<file path="config.mk">
export PLATFORM = sky130hd
export DESIGN_NAME = ifetch_ctrl
export DESIGN_NICKNAME = d
export VERILOG_FILES = /design/src/rtl/ifetch_ctrl.sv
export SDC_FILE = /design/constraint.sdc
export NUM_CORES = 1
export LEC_CHECK = 0
export ABC_CLOCK_PERIOD_IN_PS = 4900
export CAP_MARGIN = 20
export CORE_UTILIZATION = 54
export CTS_CLUSTER_DIAMETER = 80
export DETAILED_ROUTE_END_ITERATION = 12
export DONT_BUFFER_PORTS = 1
export GPL_TIMING_DRIVEN = 0
export PLACE_DENSITY = 0.71
export SKIP_CTS_REPAIR_TIMING = 1
export SLEW_MARGIN = 20
export SYNTH_ARGS = -nofsm -noshare
export SYNTH_HDL_FRONTEND = slang
export SYNTH_SLANG_ARGS = --single-unit
export TNS_END_PERCENT = 10
</file>
<file path="constraint.sdc">
create_clock -name clk -period 4.9 [get_ports clk]
set_input_delay 0.735 -clock clk [delete_from_list [all_inputs] [get_ports clk]]
set_output_delay 0.735 -clock clk [all_outputs]
set_load 0.02 [all_outputs]
</file>
<file path="src/rtl/ifetch_ctrl.sv">
// ifetch_ctrl: instruction-fetch sequencer.
//   Owns the program counter and drives it straight onto the combinational
//   instruction ROM address. Each returned word is queued together with its
//   PC and handed to decode over a valid/ready handshake. Execute-stage
//   redirects flush the queue and reload the PC. Out-of-range fetches and
//   misaligned redirect targets park the block in a sticky FAULT state.
// Ports:
//   clk, rst_n          clock (rising edge), async active-low reset
//   fetch_en            level-sensitive run request
//   rom_addr / rom_inst ROM byte address (== PC) and its combinational data
//   redirect_valid/_pc  taken branch/jump and its byte target
//   out_valid/ready     queue-head handshake toward decode
//   out_inst / out_pc   queue-head payload (zero when the queue is empty)
//   fifo_count          queue occupancy
//   fault               sticky trap flag
//   retire_cnt          number of handshaked instructions, wraps at 2^16
module ifetch_ctrl #(
  parameter logic [31:0] RESET_PC   = 32'h0000_0000,
  parameter int          FIFO_DEPTH = 2,
  parameter int          ROM_WORDS  = 64
) (
  input  logic                          clk,
  input  logic                          rst_n,
  input  logic                          fetch_en,
  output logic [31:0]                   rom_addr,
  input  logic [31:0]                   rom_inst,
  input  logic                          redirect_valid,
  input  logic [31:0]                   redirect_pc,
  output logic                          out_valid,
  input  logic                          out_ready,
  output logic [31:0]                   out_inst,
  output logic [31:0]                   out_pc,
  output logic [$clog2(FIFO_DEPTH):0]   fifo_count,
  output logic                          fault,
  output logic [15:0]                   retire_cnt
);

  localparam int PW = $clog2(FIFO_DEPTH);
  localparam int CW = PW + 1;
  localparam logic [CW-1:0] DEPTH_C  = CW'(FIFO_DEPTH);
  localparam logic [31:0]   PC_LIMIT = 32'(ROM_WORDS * 4);

  localparam logic [1:0] IDLE  = 2'd0;
  localparam logic [1:0] RUN   = 2'd1;
  localparam logic [1:0] FAULT = 2'd2;

  logic [31:0]   pc_reg;
  logic [1:0]    state_reg;
  logic [PW-1:0] wr_ptr_reg;
  logic [PW-1:0] rd_ptr_reg;
  logic [CW-1:0] count_reg;
  logic          fault_reg;
  logic [15:0]   retire_reg;

  logic [31:0] inst_mem [FIFO_DEPTH];
  logic [31:0] pc_mem   [FIFO_DEPTH];

  logic redirect_eff;
  logic misaligned;
  logic in_range;
  logic pop;
  logic push;
  logic out_of_range;

  // A redirect arriving while faulted is ignored entirely, including its
  // suppression of the pop.
  assign redirect_eff = redirect_valid && (state_reg != FAULT);
  assign misaligned   = (redirect_pc[1:0] != 2'b00);
  assign in_range     = (pc_reg < PC_LIMIT);

  assign out_valid    = (count_reg != '0);
  assign pop          = out_valid && out_ready && !redirect_eff;
  // A pop in the same cycle frees the slot, so a full queue can still accept.
  assign push         = (state_reg == RUN) && !redirect_valid && in_range &&
                        ((count_reg < DEPTH_C) || pop);
  assign out_of_range = (state_reg == RUN) && !redirect_valid && !in_range;

  assign rom_addr   = pc_reg;
  assign fifo_count = count_reg;
  assign fault      = fault_reg;
  assign retire_cnt = retire_reg;
  assign out_inst   = out_valid ? inst_mem[rd_ptr_reg] : 32'h0;
  assign out_pc     = out_valid ? pc_mem[rd_ptr_reg]   : 32'h0;

  // Queue storage carries no reset; emptiness is tracked by count_reg and
  // the head outputs are masked when empty.
  always_ff @(posedge clk) begin
    if (push) begin
      inst_mem[wr_ptr_reg] <= rom_inst;
      pc_mem[wr_ptr_reg]   <= pc_reg;
    end
  end

  always_ff @(posedge clk or negedge rst_n) begin
    if (!rst_n) begin
      pc_reg     <= RESET_PC;
      state_reg  <= IDLE;
      wr_ptr_reg <= '0;
      rd_ptr_reg <= '0;
      count_reg  <= '0;
      fault_reg  <= 1'b0;
      retire_reg <= 16'h0;
    end else if (redirect_eff) begin
      wr_ptr_reg <= '0;
      rd_ptr_reg <= '0;
      count_reg  <= '0;
      if (misaligned) begin
        state_reg <= FAULT;
        fault_reg <= 1'b1;
      end else begin
        pc_reg <= redirect_pc;
      end
    end else begin
      if (push) begin
        wr_ptr_reg <= wr_ptr_reg + PW'(1);
        pc_reg     <= pc_reg + 32'd4;
      end
      if (pop) begin
        rd_ptr_reg <= rd_ptr_reg + PW'(1);
        retire_reg <= retire_reg + 16'd1;
      end
      if (push && !pop) begin
        count_reg <= count_reg + CW'(1);
      end else if (pop && !push) begin
        count_reg <= count_reg - CW'(1);
      end

      case (state_reg)
        IDLE: begin
          if (fetch_en) state_reg <= RUN;
        end
        RUN: begin
          // Running off the end of ROM traps even if fetch_en just dropped.
          if (out_of_range) begin
            state_reg <= FAULT;
            fault_reg <= 1'b1;
          end else if (!fetch_en) begin
            state_reg <= IDLE;
          end
        end
        default: state_reg <= FAULT;
      endcase
    end
  end

endmodule

</file>
# After elaboration in Yosys (flattened, before gate mapping)
# Memory sizes are Yosys's and may differ from the RTL's.
# Index checks and enable logic that the tools add are counted.
# word_totals
elab_cells	75
out_inout_bits	116
latchBits	0
inputBits	69
rom_bits	0
ramBits	128
mem_count	2
ff_bits	55
# op_classes
reduce_logical	27
n_eq_ne	6
n_lt_le_gt_ge	2
n_shift	0
bitwise	1
muxes	24
n_div	0
n_mul	0
add_sub_neg	6
# mem_list
name	words	width	read_ports	rd_ports_with_merged_regs	wr	line_no	rtl
inst_mem	2	32	1	0	1	55	logic [31:0] inst_mem [FIFO_DEPTH];
pc_mem	2	32	1	0	1	56	logic [31:0] pc_mem [FIFO_DEPTH];
# op_table
operator	count
two-way mux 32 bit	5
adder 32 x 3 -> 32 bit, second input constant	1
less-than comparator 32 x 9 -> 1 bit, second input constant	1
adder 16 x 1 -> 16 bit, second input constant	1
two-way mux 2 bit	8
nonzero test 2 bit	6
two-way mux 1 bit	10
logical AND 1 bit	9
AND reduction 3 bit	2
logical NOT 1 bit	5
!= test 2 bit, second input constant	2
!= test 4 bit, second input constant	1
one-hot mux 2 bit (2 select lines)	1
AND reduction 2 bit	2
!= test 3 bit, second input constant	1
nonzero test 3 bit	1
adder 1 bit, second input constant	2
adder 2 x 1 -> 2 bit, second input constant	1
== test 2 x 1 -> 1 bit, second input constant	1
logical NOT 2 bit	1
less-than comparator 2 bit, second input constant	1
!= test 2 x 1 -> 1 bit, second input constant	1
subtractor 2 x 1 -> 2 bit, second input constant	1
logical OR 1 bit	1
inverter 1 bit	1

# Logic depth before layout (Yosys ltp)
# depth
depth_word	11
ltp_mapped	8
mapped_depth_nobuf	6

# Least setup slack after synthesis
# No wires, ideal clock.
# synth_path
kind	register to register
start	reg pc_reg[10] (netlist: rom_addr[10])
end	mem inst_mem[0][0], enable pin
t_arrival_ps	4327
path_slack_ps	87
required_time_ps	4414
path_stages_with_launch	5
path_buffers	0
synth_period_minus_slack_ps	4813
setup_time_ps	486
path_cell_list	dfrtp_1 nor4_2 nand4_2 or4_4 nor2_1
# synth_via
elab_chain_len	5
# synth_lines
item	line_no	rtl
start: declaration	47	logic [31:0] pc_reg;
start signal: assignment	111	pc_reg <= redirect_pc;
start signal: assignment	116	pc_reg <= pc_reg + 32'd4;
less-than comparator 32 x 9 -> 1 bit	69	assign in_range = (pc_reg < PC_LIMIT);
logical AND 1 bit (2 in a row)	74	assign push = (state_reg == RUN) && !redirect_valid && in_range &&
two-way mux 1 bit	88	if (push) begin
two-way mux 1 bit (implied by the code)	89	inst_mem[wr_ptr_reg] <= rom_inst;
end: declaration	55	
# Every way passes these cells.

# Final worst setup path
# layout_path
start	reg rd_ptr_reg
end	out out_pc[21]
# layout_via
elab_chain_len	2
# layout_lines
item	line_no	rtl
start: declaration	50	logic [PW-1:0] rd_ptr_reg;
start signal: assignment	119	rd_ptr_reg <= rd_ptr_reg + PW'(1);
memory read (2 x 32 bit)	n/a	
two-way mux 32 bit	83	assign out_pc = out_valid ? pc_mem[rd_ptr_reg] : 32'h0;
end: declaration	32	output logic [31:0] out_pc,
# Every way passes these cells.

==> results.md <==
- Pre-antenna DRT Iters: 5
- Reg2reg path depth: 6
- Core area: 13300 um2
- Worst path most repeated cell: clkbuf_1
- Remaining DRCs: 0
- Final Cycle Share: 67.1%
- Root buf cell: clkbuf_16
- Status: complete, no violations
- 1st-iter DRT viols: 417
- Fillers: 1056
- Slew of the pin with the lowest slew margin: 0.811 ns
- Critical path origin: rd_ptr_reg
- CTS tree: built
- Maximum vdd drop: 0.255 mV
- ANT nets after route: 0
- Clock slew seen by the registers of the worst setup and hold paths: 0.06 ns
- Peak Freq: 304 MHz
- CP required: 4.16 ns
- Fin nets: 635
- Worst setup SP type: register
- Full die area: 14300 um2
- Initial core utilization: 55.8%
- Vias per cell: 5.87
- Placed wire-length estimate: 11000 um
- Fraction of registers with async set/reset: 30.1%
- Post-synth EDFFs: 128
- Hold Crit Class: in2async
- Final Slew Violations: 0
- Vias in the first global route: 4486
- Area Growth Syn to Fin: 12.6%
- Synthesis Warnings: 0
- Synth cell types: 44
- CP arrival: 2.55 ns
- CP Cell Sequence: clkbuf_1, clkbuf_1, mux2i_1, nor2_1
- Cell count after placement: 720
- Delay-heaviest family, CP: buffers and inverters
- Placed Area: 7780 um2
- Final setup TNS: 0 ns
- CTS Buf Count: 17
- Leakage: 0.00320 uW
- Synthesized area: 7440 um2
- RSZ-0062 raised after global routing: no
- Htree depth: 4
- Net count after synthesis: 611
- Fin area: 8380 um2
- Slowest stage cell on the critical path: clkbuf_1
- Critical path's largest stage delay: 0.67 ns
- Final WS setup: 1.61 ns
- Post-route insts no fill: 753
- GPL Wtd Cong: 0.839
- Share of cells above drive strength 1: 7.97%
- Post-synthesis sequential area ratio: 70.1%
- Die Height: 119 um
- Worst Setup End Kind: primary output
- Setup Crit Path Kind: reg2out
- Final setup viols: 0
- CP Buf/Inv Count: 2
- Clk_lat worst skew: 0.42 ns
- Post-Route Utilization: 62.8%
- Predominant post-synthesis flop cell: edfxtp_1
- Final Skew: 0.0115 ns
- R2R setup slack: 1.73 ns
- Rel. slew slack: 45.9%
- Comb pwr share: 19.0%
- Final Hold Fails: 0
- Sw frac: 30.1%
- Capture point of the worst reg-to-reg path: inst_mem[0][29]
- Avg Cell Area, Syn: 13.8 um2
- Critical path depth: 4
- P_int: 2700 uW
- Net Sw Power: 1160 uW
- Port buffer count: 0
- Pwr dens: 461 nW/um2
- Total GRT Usage: 23.3%
- Row cnt: 42
- I/O pin count: 185
- ANT cells: 0
- Worst reg2reg startpoint: rom_addr[17]
- Clk network pwr share: 33.3%
- CTS Buffer Depth: 2
- Die Wd: 119 um
- Drt total wl: 15900 um
- Vias: 4423
- Max_cap viols: 0
- First-pass GRT wire length: 24500 um
- Largest net degree at the start of global routing: 56
- Number of synthesized register bits: 183
- Seq pwr share: 47.7%
- Initial antenna violation count: 0
- Total gr overflow: 0
- Crit path time final: 3.29 ns
- Critical path fanouts, max: 10
- Cells after Synth: 540
- TritonCTS Sinks: 183
- Setup WS pre-CTS: 1.73 ns
- WL/cell: 21.2 um
## worst reg2reg max path, delay by kind of cell, from the launching register on
family / cells / cell delay, ns
buffers and inverters: 2 / 0.42
flip-flops: 1 / 0.54
AND/OR/NAND/NOR: 4 / 1.91
## cells by family after synthesis
family / after synthesis / share of synthesized area, %
and+or+nand+nor: 191 / 12.3
DFF: 183 / 70.1
muxes: 67 / 9.03
AOI/OAI and AO/OA: 53 / 4.67
buffers and inverters: 27 / 1.51
xor gates and xnor gates: 17 / 2.00
adders and majority gates: 2 / 0.336
## routing by layer
metal / wire (um) / global-route usage [%]
met2: 7940 / 37.8
met3: 1490 / 9.43
met5: 0 / 0
met4: 334 / 10.0
met1: 6180 / 27.3
## layout by cell type, fill, tap and decap left out, drive strengths merged, types with 2 or more instances in the layout
cell | Yosys | routed
xnor2 | 10 | 10
nor2b | 4 | 4
inv | 3 | 4
o21ai | 13 | 13
and4 | 3 | 3
nor3 | 4 | 4
ha | 2 | 2
or3 | 2 | 2
a311oi | 2 | 2
and3 | 6 | 6
nor2 | 89 | 89
and2 | 4 | 4
buf | 9 | 14
nor4 | 9 | 9
a22oi | 3 | 3
clkinv | 0 | 2
a31oi | 2 | 2
nand2b | 3 | 3
or4 | 2 | 2
nand4 | 9 | 9
mux2i | 66 | 66
nand3 | 13 | 13
dfrtp | 55 | 55
a22o | 6 | 6
clkbuf | 15 | 43
nand2 | 43 | 43
a211oi | 3 | 3
a21oi | 11 | 11
edfxtp | 128 | 128
o22ai | 6 | 6
xor2 | 7 | 7
## power by group through the flow
stage | Sequential [uW] | Combinational, uW | Clock (uW)
after floorplan | 1840 | 613 | 0
after global placement | 1870 | 722 | 0
after detailed placement | 1880 | 734 | 0
after CTS | 1840 | 735 | 1310
after global routing | 1850 | 794 | 1380
final | 1840 | 733 | 1290
## per-stage QoR
| step | total power (uW) | hold slack, ns |
|---|---|---|
| after global routing | 4020 | 0.171 |
| after CTS | 3890 | -0.0158 |
| after global placement | 2590 | 0.441 |
| final | 3870 | 0.178 |
| after detailed placement | 2610 | 0.441 |
| after floorplan | 2460 | 0.439 |
## cells in the mapped netlist (5+ instances only)
master / instances / area share, %
and3_1: 6 / 0.50
nor2_1: 89 / 4.5
clkbuf_1: 15 / 0.76
edfxtp_1: 128 / 52
nand3_1: 13 / 0.87
nand4_1: 8 / 0.67
xnor2_1: 10 / 1.2
o21ai_0: 13 / 0.87
xor2_1: 7 / 0.82
nand2_1: 43 / 2.2
o22ai_1: 6 / 0.50
dfrtp_1: 55 / 18
mux2i_1: 66 / 8.9
a22o_1: 6 / 0.71
buf_1: 5 / 0.25
a21oi_1: 11 / 0.74
## how the worst max path moves through the flow
stage                           to  slack, ns
finish                  out_pc[21]       1.61
global route            out_pc[29]       1.40
CTS                     out_pc[29]       1.52
detailed placement  inst_mem[0][8]       1.73
global placement    inst_mem[0][8]      -1.71
floorplan           inst_mem[0][0]       0.09
## cell type report
type                       instances  area, um2  area share [%]
inverter                           3       11.3           0.134
sequential                       183       5220            62.3
buffer                            24        101            1.21
multi-input combinational        330       2120            25.3
tap                              176        220            2.63
clock inverter                     4       30.0           0.358
clock buffer                      28        539            6.43
timing repair buffer               5        138            1.64
Note: power is estimated with default switching activity, not from simulation.
